==> src/rtl/simon_pkg.sv <==
`default_nettype none
// ============================================================================
//  Module   : simon_pkg
//  Brief    : Shared constants, z3 sequence and FSM state type for the
//             Simon 64/128 key-schedule unit.
//  Revision : 1.0 - initial release
// ============================================================================
package simon_pkg;

    localparam int SIMON_WORD_W    = 32;
    localparam int SIMON_KEY_WORDS = 4;
    localparam int SIMON_ROUNDS    = 44;
    localparam int SIMON_IDX_W     = 6;

    // Bit 0 holds the first element of the z3 sequence.
    localparam logic [61:0] SIMON_Z3 = 62'h3C2CE51207A635DB;

    typedef enum logic [2:0] {
        ST_IDLE   = 3'b001,
        ST_EXPAND = 3'b010,
        ST_DONE   = 3'b100
    } simon_state_t;

    function automatic logic simon_z_bit(input logic [SIMON_IDX_W-1:0] round);
        logic [SIMON_IDX_W-1:0] w_pos;
        w_pos = (round >= 6'd62) ? (round - 6'd62) : round;
        return SIMON_Z3[w_pos];
    endfunction

endpackage
`default_nettype wire

==> src/rtl/simon_key_expand_if.sv <==
`default_nettype none
// ============================================================================
//  Module   : simon_key_expand_if
//  Brief    : Control, master-key and round-key read bus of the key schedule.
//  Revision : 1.0 - initial release
// ============================================================================
interface simon_key_expand_if;
    import simon_pkg::*;

    logic                                    start;
    logic [SIMON_KEY_WORDS*SIMON_WORD_W-1:0] key_in;
    logic [SIMON_IDX_W-1:0]                  rk_addr;
    logic [SIMON_WORD_W-1:0]                 rk_data;
    logic                                    busy;
    logic                                    key_done;

    modport master (
        output start, key_in, rk_addr,
        input  rk_data, busy, key_done
    );

    modport slave (
        input  start, key_in, rk_addr,
        output rk_data, busy, key_done
    );

endinterface
`default_nettype wire

==> src/rtl/simon_key_round.sv <==
`default_nettype none
// ============================================================================
//  Module   : simon_key_round
//  Brief    : Combinational Simon 64/128 key-schedule step k[i] from
//             k[i-4], k[i-3], k[i-1] and one z3 bit.
//  Revision : 1.0 - initial release
// ============================================================================
module simon_key_round #(
    parameter int WORD_W = 32
) (
    input  wire  [WORD_W-1:0] i_k_m4,
    input  wire  [WORD_W-1:0] i_k_m3,
    input  wire  [WORD_W-1:0] i_k_m1,
    input  wire               i_z,
    output logic [WORD_W-1:0] o_k
);

    localparam logic [WORD_W-1:0] c_round_const = WORD_W'(3);

    logic [WORD_W-1:0] w_tmp0;
    logic [WORD_W-1:0] w_tmp1;

    assign w_tmp0 = {i_k_m1[2:0], i_k_m1[WORD_W-1:3]} ^ i_k_m3;
    assign w_tmp1 = w_tmp0 ^ {w_tmp0[0], w_tmp0[WORD_W-1:1]};
    assign o_k    = ~i_k_m4 ^ w_tmp1 ^ {{(WORD_W-1){1'b0}}, i_z} ^ c_round_const;

endmodule
`default_nettype wire

==> src/rtl/simon_key_expand.sv <==
`default_nettype none
// ============================================================================
//  Module   : simon_key_expand
//  Brief    : Simon 64/128 key schedule: loads a 128-bit key and expands 44
//             round keys, one per cycle, into a register file with a
//             registered read port. Option macro: SIMON_KEY_ZEROIZE_EN
//             (storage cleared on reset and on every accepted start).
//  Revision : 1.0 - initial release
// ============================================================================
module simon_key_expand
    import simon_pkg::*;
#(
    parameter int ROUNDS = SIMON_ROUNDS,
    parameter int WORD_W = SIMON_WORD_W
) (
    input wire                clk,
    input wire                res,
    simon_key_expand_if.slave bus
);

    simon_state_t           r_state;
    logic [SIMON_IDX_W-1:0] r_idx;
    logic                   r_busy;
    logic                   r_done;
    logic [WORD_W-1:0]      r_rk_data;
    logic [WORD_W-1:0]      r_keys [ROUNDS];

    logic                   w_accept;
    logic                   w_expand_wr;
    logic [WORD_W-1:0]      w_k_m4;
    logic [WORD_W-1:0]      w_k_m3;
    logic [WORD_W-1:0]      w_k_m1;
    logic [WORD_W-1:0]      w_round;
    logic                   w_z;
    logic                   w_we [ROUNDS];
    logic [WORD_W-1:0]      w_wd [ROUNDS];

    assign w_accept    = !res && bus.start && ((r_state == ST_IDLE) || (r_state == ST_DONE));
    assign w_expand_wr = !res && (r_state == ST_EXPAND);

    assign w_k_m4 = r_keys[r_idx - 6'd4];
    assign w_k_m3 = r_keys[r_idx - 6'd3];
    assign w_k_m1 = r_keys[r_idx - 6'd1];
    assign w_z    = simon_z_bit(r_idx - 6'd4);

    simon_key_round #(
        .WORD_W (WORD_W)
    ) u_round (
        .i_k_m4 (w_k_m4),
        .i_k_m3 (w_k_m3),
        .i_k_m1 (w_k_m1),
        .i_z    (w_z),
        .o_k    (w_round)
    );

    // Per-word write enables: master words load on start, the rest follow r_idx.
    for (genvar gi = 0; gi < ROUNDS; gi++) begin : g_word
        if (gi < SIMON_KEY_WORDS) begin : g_master
            assign w_we[gi] = w_accept;
            assign w_wd[gi] = bus.key_in[gi*WORD_W +: WORD_W];
        end else begin : g_sched
`ifdef SIMON_KEY_ZEROIZE_EN
            assign w_we[gi] = w_accept || (w_expand_wr && (r_idx == SIMON_IDX_W'(gi)));
            assign w_wd[gi] = w_accept ? '0 : w_round;
`else
            assign w_we[gi] = w_expand_wr && (r_idx == SIMON_IDX_W'(gi));
            assign w_wd[gi] = w_round;
`endif
        end
    end

    always_ff @(posedge clk) begin : p_storage
`ifdef SIMON_KEY_ZEROIZE_EN
        if (res) begin
            for (int w = 0; w < ROUNDS; w++) begin
                r_keys[w] <= '0;
            end
        end else begin
            for (int w = 0; w < ROUNDS; w++) begin
                if (w_we[w]) begin
                    r_keys[w] <= w_wd[w];
                end
            end
        end
`else
        for (int w = 0; w < ROUNDS; w++) begin
            if (w_we[w]) begin
                r_keys[w] <= w_wd[w];
            end
        end
`endif
    end

    always_ff @(posedge clk) begin : p_fsm
        if (res) begin
            r_state <= ST_IDLE;
            r_idx   <= '0;
            r_busy  <= 1'b0;
            r_done  <= 1'b0;
        end else begin
            case (r_state)
                ST_IDLE, ST_DONE: begin
                    if (bus.start) begin
                        r_state <= ST_EXPAND;
                        r_idx   <= SIMON_IDX_W'(SIMON_KEY_WORDS);
                        r_busy  <= 1'b1;
                        r_done  <= 1'b0;
                    end
                end
                ST_EXPAND: begin
                    // The counter parks on the last index once the schedule is written.
                    if (r_idx == SIMON_IDX_W'(ROUNDS - 1)) begin
                        r_state <= ST_DONE;
                        r_busy  <= 1'b0;
                        r_done  <= 1'b1;
                    end else begin
                        r_idx <= r_idx + 6'd1;
                    end
                end
                default: begin
                    r_state <= ST_IDLE;
                    r_idx   <= '0;
                    r_busy  <= 1'b0;
                    r_done  <= 1'b0;
                end
            endcase
        end
    end

    always_ff @(posedge clk) begin : p_read
        if (res) begin
            r_rk_data <= '0;
        end else if (bus.rk_addr < SIMON_IDX_W'(ROUNDS)) begin
            r_rk_data <= r_keys[bus.rk_addr];
        end else begin
            r_rk_data <= '0;
        end
    end

    assign bus.rk_data  = r_rk_data;
    assign bus.busy     = r_busy;
    assign bus.key_done = r_done;

endmodule
`default_nettype wire

==> src/flat_wrapper.sv <==
// flat-port wrapper written by rule: the top's interface ports become plain ports
module simon_key_expand_flat import simon_pkg::*;
#(
    parameter int ROUNDS = SIMON_ROUNDS,
    parameter int WORD_W = SIMON_WORD_W
)
  (clk, res, bus_start, bus_key_in, bus_rk_addr, bus_rk_data, bus_busy, bus_key_done);
  simon_key_expand_if bus_i ();
  input wire clk;
  input wire res;
  input wire logic [$bits(bus_i.start)-1:0] bus_start;
  input wire logic [$bits(bus_i.key_in)-1:0] bus_key_in;
  input wire logic [$bits(bus_i.rk_addr)-1:0] bus_rk_addr;
  output wire logic [$bits(bus_i.rk_data)-1:0] bus_rk_data;
  output wire logic [$bits(bus_i.busy)-1:0] bus_busy;
  output wire logic [$bits(bus_i.key_done)-1:0] bus_key_done;
  assign bus_i.start = bus_start;
  assign bus_i.key_in = bus_key_in;
  assign bus_i.rk_addr = bus_rk_addr;
  assign bus_rk_data = bus_i.rk_data;
  assign bus_busy = bus_i.busy;
  assign bus_key_done = bus_i.key_done;
  simon_key_expand #(.ROUNDS(ROUNDS), .WORD_W(WORD_W)) u_core (.clk(clk), .res(res), .bus(bus_i));
endmodule
==> config.mk <==
export PLATFORM = sky130hd
export DESIGN_NAME = simon_key_expand_flat
export DESIGN_NICKNAME = d
export VERILOG_FILES = /design/src/rtl/simon_pkg.sv /design/src/rtl/simon_key_expand_if.sv /design/src/rtl/simon_key_round.sv /design/src/rtl/simon_key_expand.sv /design/src/flat_wrapper.sv
export SDC_FILE = /design/constraint.sdc
export NUM_CORES = 2
export LEC_CHECK = 0
export ABC_AREA = 1
export BUFFER_PORTS_ARGS = -buffer_cell sky130_fd_sc_hd__buf_2
export CAP_MARGIN = 20
export CORE_MARGIN = 2
export CORE_UTILIZATION = 25
export DETAILED_ROUTE_END_ITERATION = 6
export HOLD_SLACK_MARGIN = 0.06
export PLACE_DENSITY = 0.39
export SYNTH_ARGS = -nofsm -noshare
export SYNTH_HDL_FRONTEND = slang
export SYNTH_HIERARCHICAL = 1
export SYNTH_SLANG_ARGS = --single-unit
==> constraint.sdc <==
create_clock -name clk -period 15 [get_ports clk]
set_input_delay 1.5 -clock clk [delete_from_list [all_inputs] [get_ports clk]]
set_output_delay 1.5 -clock clk [all_outputs]
set_load 0.1 [all_outputs]
### After elaboration in Yosys (flattened, before gate mapping)

Memories as Yosys holds them, arrays and structs flattened. A register that Yosys moved wholly into a read port is not among the register bits.
Index checks and enable logic that the tools add are counted.

* register bits: 11
* latch bits: 0
* memory bits (writable): 1408
* ROM bits: 64
* bits of input ports: 137
* output and inout port bits: 34
* logic and storage cells: 372
* memories: 2

* add/subtract/negate cells: 5
* multipliers: 0
* div/mod/pow operators: 0
* order comparisons: 3
* equality and inequality tests: 46
* shifts and indexed selects: 0
* mux-type cells: 216
* bitwise logic cells: 7
* reduce and logical (&&, ||, !) cells: 89

Memory list
* u_core.r_keys: words 44, width 32, rd ports 4, clocked after Yosys merged registers in 1, wr ports 4, RTL line simon_key_expand.sv:26 `logic [WORD_W-1:0] r_keys [ROUNDS];`
* (no name shown): words 64, width 1, rd ports 1, clocked after Yosys merged registers in 0, wr ports 0, RTL line simon_pkg.sv:27 `return SIMON_Z3[w_pos];`

Operators with widths (count)
* 32-bit 2-to-1 mux: 40
* 32-bit OR reduction: 40
* 6-bit 2-to-1 mux: 43
* 1-bit 2-to-1 mux: 127
* 6-bit by 5-bit equality test with 1-bit output (second input constant): 16
* 32-bit XOR: 3
* 6-bit equality test (second input constant): 12
* 6-bit by 4-bit equality test with 1-bit output (second input constant): 8
* 1-bit logical AND: 43
* 32-bit inverter: 1
* 32-bit by 1-bit XOR with 32-bit output: 1
* 6-bit by 3-bit equality test with 1-bit output (second input constant): 4
* 6-bit case mux with 2 select lines: 1
* 6-bit by 7-bit < comparator with 1-bit output (second input constant): 1
* 6-bit by 1-bit adder with 6-bit output (second input constant): 1
* 6-bit greater-or-equal comparator (second input constant): 1
* 6-bit < comparator (second input constant): 1
* 3-bit 2-to-1 mux: 2
* 2-bit != test (second input constant): 3
* 3-bit case mux with 2 select lines: 1
* 6-bit by 1-bit subtractor with 6-bit output (second input constant): 1
* 6-bit by 2-bit subtractor with 6-bit output (second input constant): 1
* 6-bit by 3-bit subtractor with 6-bit output (second input constant): 1
* 6-bit subtractor (second input constant): 1
* 10 further kinds: 13

### Depth between registers and ports, before layout

* word-level depth: 47
* gate-level depth with buffers: 29

### By module

Netlist, hierarchy kept.

By module, submodules not included
* simon_key_expand: instances 1, cells an instance 11739, area an instance 91126.1 µm²
* simon_key_round: instances 1, cells an instance 477, area an instance 1845.5 µm²

### Least setup slack after synthesis

No wires, ideal clock.

* path type: input-to-reg
* start point: input res
* end point: memory u_core.r_keys[0][0], enable pin
* library setup time: 617 ps
* arrival time: 7053 ps
* required time: 14383 ps
* slack: 7331 ps
* stages on the path: 2
* path buffers: 1
* cells stage by stage: clkbuf_1 nor2_1

RTL lines
* start, declared: RTL line flat_wrapper.sv:10 `input wire res;`
* end, declared: RTL line simon_key_expand.sv:26

==> metrics.cfg <==
[hold_path]
hold_path_depth = 2
min_to = u_core/bus.busy
holdCritStartpoint = u_core/bus.busy
min_path_type = register to register

[pwr]
p_clk_share_pct = 33.2
powerDensity_nw_per_um2 = 136
internal_power_mw = 8.88
ir_drop_mv = 0.0978
switching_share_pct = 38.0
p_sw_mw = 5.44
p_seq_share_pct = 37.8
fin_total_pwr_mw = 14.3
total_leakage_power_nw = 38.7
p_comb_share_pct = 29.0

[timing]
min_period_over_period_pct = 51.2
rsz0062_at_grt = no
fmax_mhz = 130
fin_crit_ns = 7.68
fin_setup_tns_ns = 0
max-slew-margin-rel_pct = 12.3
maxSlewViolCount = 0
whs_ns = 0.472
worst_pin_slew_ns = 1.30
fin_skew_ns = 0.0756
finalSetupViolCount = 0
finalWorstSetupSlack_ns = 7.32
hold_violations = 0

[finish]
seqCellArea_um2 = 43100
final_util_pct = 28.4
multi_input_area_um2 = 42800
nets = 12000
num-fill-cells = 39400
drive_gt1_share_pct = 7.09
syn_to_final_growth_pct = 13.1

[synth]
yosys-top-cells-area = edfxtp_1 45%, o21ai_0 13%, nand2_1 12%
synth_edf_count = 1408
synth_top_area_share_pct = 45.5
syn-num-nets = 12400
synth_top_cell_by_area = edfxtp_1
async_reset_ff_share_pct = 0
synth_fa_ha_area_share_pct = 0.229
syn_inst = 12200
synth-seq-cells = 1450
seq_area_frac_synth_pct = 46.4
yosys_warnings = 6
netlist_top_cells_count = 2882 x nand2_1, 2339 x o21ai_0, 1408 x edfxtp_1
synthMuxAreaShare_pct = 0.571
synth.most_common_cell = nand2_1
synthFlopType = edfxtp_1
synth-compound-area-share_pct = 22.8
synth_top_family_by_area = compound AO/OA/AOI/OAI gates
syn_area_per_cell_um2 = 7.61
ys_types = 42
syn-cell-area_um2 = 93000
yosys.area_share.simple_pct = 21.8
synth_xor_area_share_pct = 0.125

[routing]
drc = 0
viasPerCell = 5.60
dr.pass1.iters = 6
num_vias = 95300
postRouteAntennaNets = 0
wl_per_cell_um = 30.2
drt-total-wl_mm = 514
first_iter_violations = 14700

[floorplanning]
design.portCount = 171
die_h_um = 614
die_x_um = 614
rows = 223
core_area_um2 = 370000
start_util_pct = 25.1
die_area_um2 = 377000

[critical_path]
cp_top_family = buffers and inverters
critPathRequiredTime_ns = 15.70
critical_path.cell_chain = buf_4 -> inv_16 -> ha_4 -> inv_8 -> buf_4 -> buf_12 -> buf_4 -> nand2_1 -> nand3_1 -> nand3_1 -> nand3_1 -> nand2_1 -> nand2_1 -> o21ai_1 -> inv_1 -> nand2_1 -> nand2_1 -> nand2_1 -> nand2_1 -> nand2_1 -> nand2_1 -> buf_4
arrival_ns = 8.38
worstSetupPathType = register to register
startpoint_type = register
cp_max_fo = 133
critPathMaxStageDelay_ns = 0.76
r2r_slack_ns = 7.32
critPathBufInv = 8
r2r_cells = 22
slowest_stage = buf_4
r2r-end = u_core/r_keys[21][13]
end_kind = register
worst_path_most_repeated_cell = nand2_1
rr_startpoint = u_core/r_idx[0]

[cts]
cts_hold_buf = 0
cts_setup_buffers = 0
cts_root_buf = clkbuf_16
cts_tree = built
h-tree-depth = 4
clkSinkCount = 1450
clkTransAtPathRegs_ns = 0.05
clk_latency_ns = 0.95
clk_path_buf_depth = 4
cts_made_buffers = 197
post_cts_resize_count = 0

[status]
outcome = complete, no violations

[run]
cap_viol_max_count = 0

[global_routing]
grt_overflow = 0
grt_max_degree = 178
grt_pass1_vias = 85000
grt_use_total_pct = 26.3
grt_pass1_wl_mm = 698
grt_antenna_before_repair = 72

[placement]
place_congestion = 0.910
dpl.hpwl_mm = 314
io_buffers = 170
place_ws_ns = 7.62

-- area by class of cell --
| class | count | share of cell area (%) |
|---|---|---|
| well taps | 4950 | 5.89 |
| clock inverters | 100 | 0.870 |
| flip-flops and latches | 1450 | 41.0 |
| clock buffers | 255 | 5.04 |
| diodes | 77 | 0.183 |
| multi-input cells | 8924 | 40.7 |
| repair buffers | 473 | 3.35 |
| inverters | 795 | 2.93 |
-- worst max-delay path by stage --
stage / slack [ns] / endpoint / cells past startpoint / from
final: 7.32 / u_core/r_keys[21][13] / 22 / u_core/r_idx[0]
after global routing: 7.02 / u_core/r_keys[8][13] / 22 / u_core/r_idx[0]
after CTS: 7.68 / u_core/r_keys[13][13] / 22 / u_core/r_idx[0]
after detailed placement: 7.62 / u_core/r_keys[21][13] / 22 / u_core/r_idx[0]
after global placement: 7.58 / u_core/r_keys[21][13] / 22 / u_core/r_idx[0]
after floorplan: 7.33 / u_core/r_keys[0][0] / 2 / res
-- per-stage QoR --
stage               instance area [um2]  instances
floorplan                         93000      12200
CTS                              105000      16900
global route                     105000      17000
detailed placement                98700      16600
global placement                  98600      16600
finish                           105000      17000
-- worst register-to-register path, stage by stage (launching register included) --
cell	delay [ns]
dfxtp_4	0.63
buf_4	0.63
inv_16	0.31
ha_4	0.51
inv_8	0.55
buf_4	0.93
buf_12	0.46
buf_4	0.91
nand2_1	0.16
nand3_1	0.11
nand3_1	0.08
nand3_1	0.15
nand2_1	0.17
nand2_1	0.11
o21ai_1	0.12
inv_1	0.12
nand2_1	0.06
nand2_1	0.11
nand2_1	0.07
nand2_1	0.08
nand2_1	0.05
nand2_1	0.69
buf_4	0.46
-- registers in the layout, summed over array words and instances (netlist names) --
name and count:
u_core/r_state 3, u_core/bus.rk_data 32, u_core/bus.busy 1, u_core/r_keys 1408
u_core/r_idx 6
-- power groups by stage --
stage               Sequential, mW  Combinational [mW]  Clock (mW)
floorplan                     5.54                2.01           0
global placement              5.50                4.04           0
detailed placement            5.50                4.05           0
CTS                           5.42                4.06        4.86
global route                  5.42                4.37        4.98
finish                        5.42                4.15        4.75
-- layer usage --
| layer | global-route usage [%] | part of all wire (%) | vias up |
|---|---|---|---|
| li1 | - | - | 42000 |
| met1 | 36.0 | 42 | 46800 |
| met2 | 39.8 | 43 | 5564 |
| met3 | 5.21 | 10 | 1003 |
| met4 | 11.7 | 5.0 | 20 |
| met5 | 0 | 0.025 | - |
-- logic make-up after synthesis --
logic type / after synthesis
buf+inv: 1842
simple gates: 4889
compound gates: 3956
fa+ha+maj: 17
mux: 53
xor+xnor: 9
flops: 1450
-- cell usage in the layout (no fill, tap or decap), types with 110 or more instances in the layout --
| cell type | Yosys | layout |
|---|---|---|
| nand3_1 | 1328 | 1328 |
| buf_2 | 329 | 167 |
| o22ai_1 | 110 | 110 |
| buf_4 | 19 | 274 |
| o21ai_1 | 167 | 173 |
| nor2_1 | 585 | 564 |
| clkbuf_16 | 0 | 202 |
| a21oi_1 | 841 | 832 |
| o21ai_0 | 2339 | 2333 |
| o211ai_1 | 401 | 401 |
| edfxtp_1 | 1408 | 1408 |
| inv_1 | 783 | 771 |
| nand2_1 | 2882 | 2872 |
No activity file was read; power rests on OpenSTA's default activity.
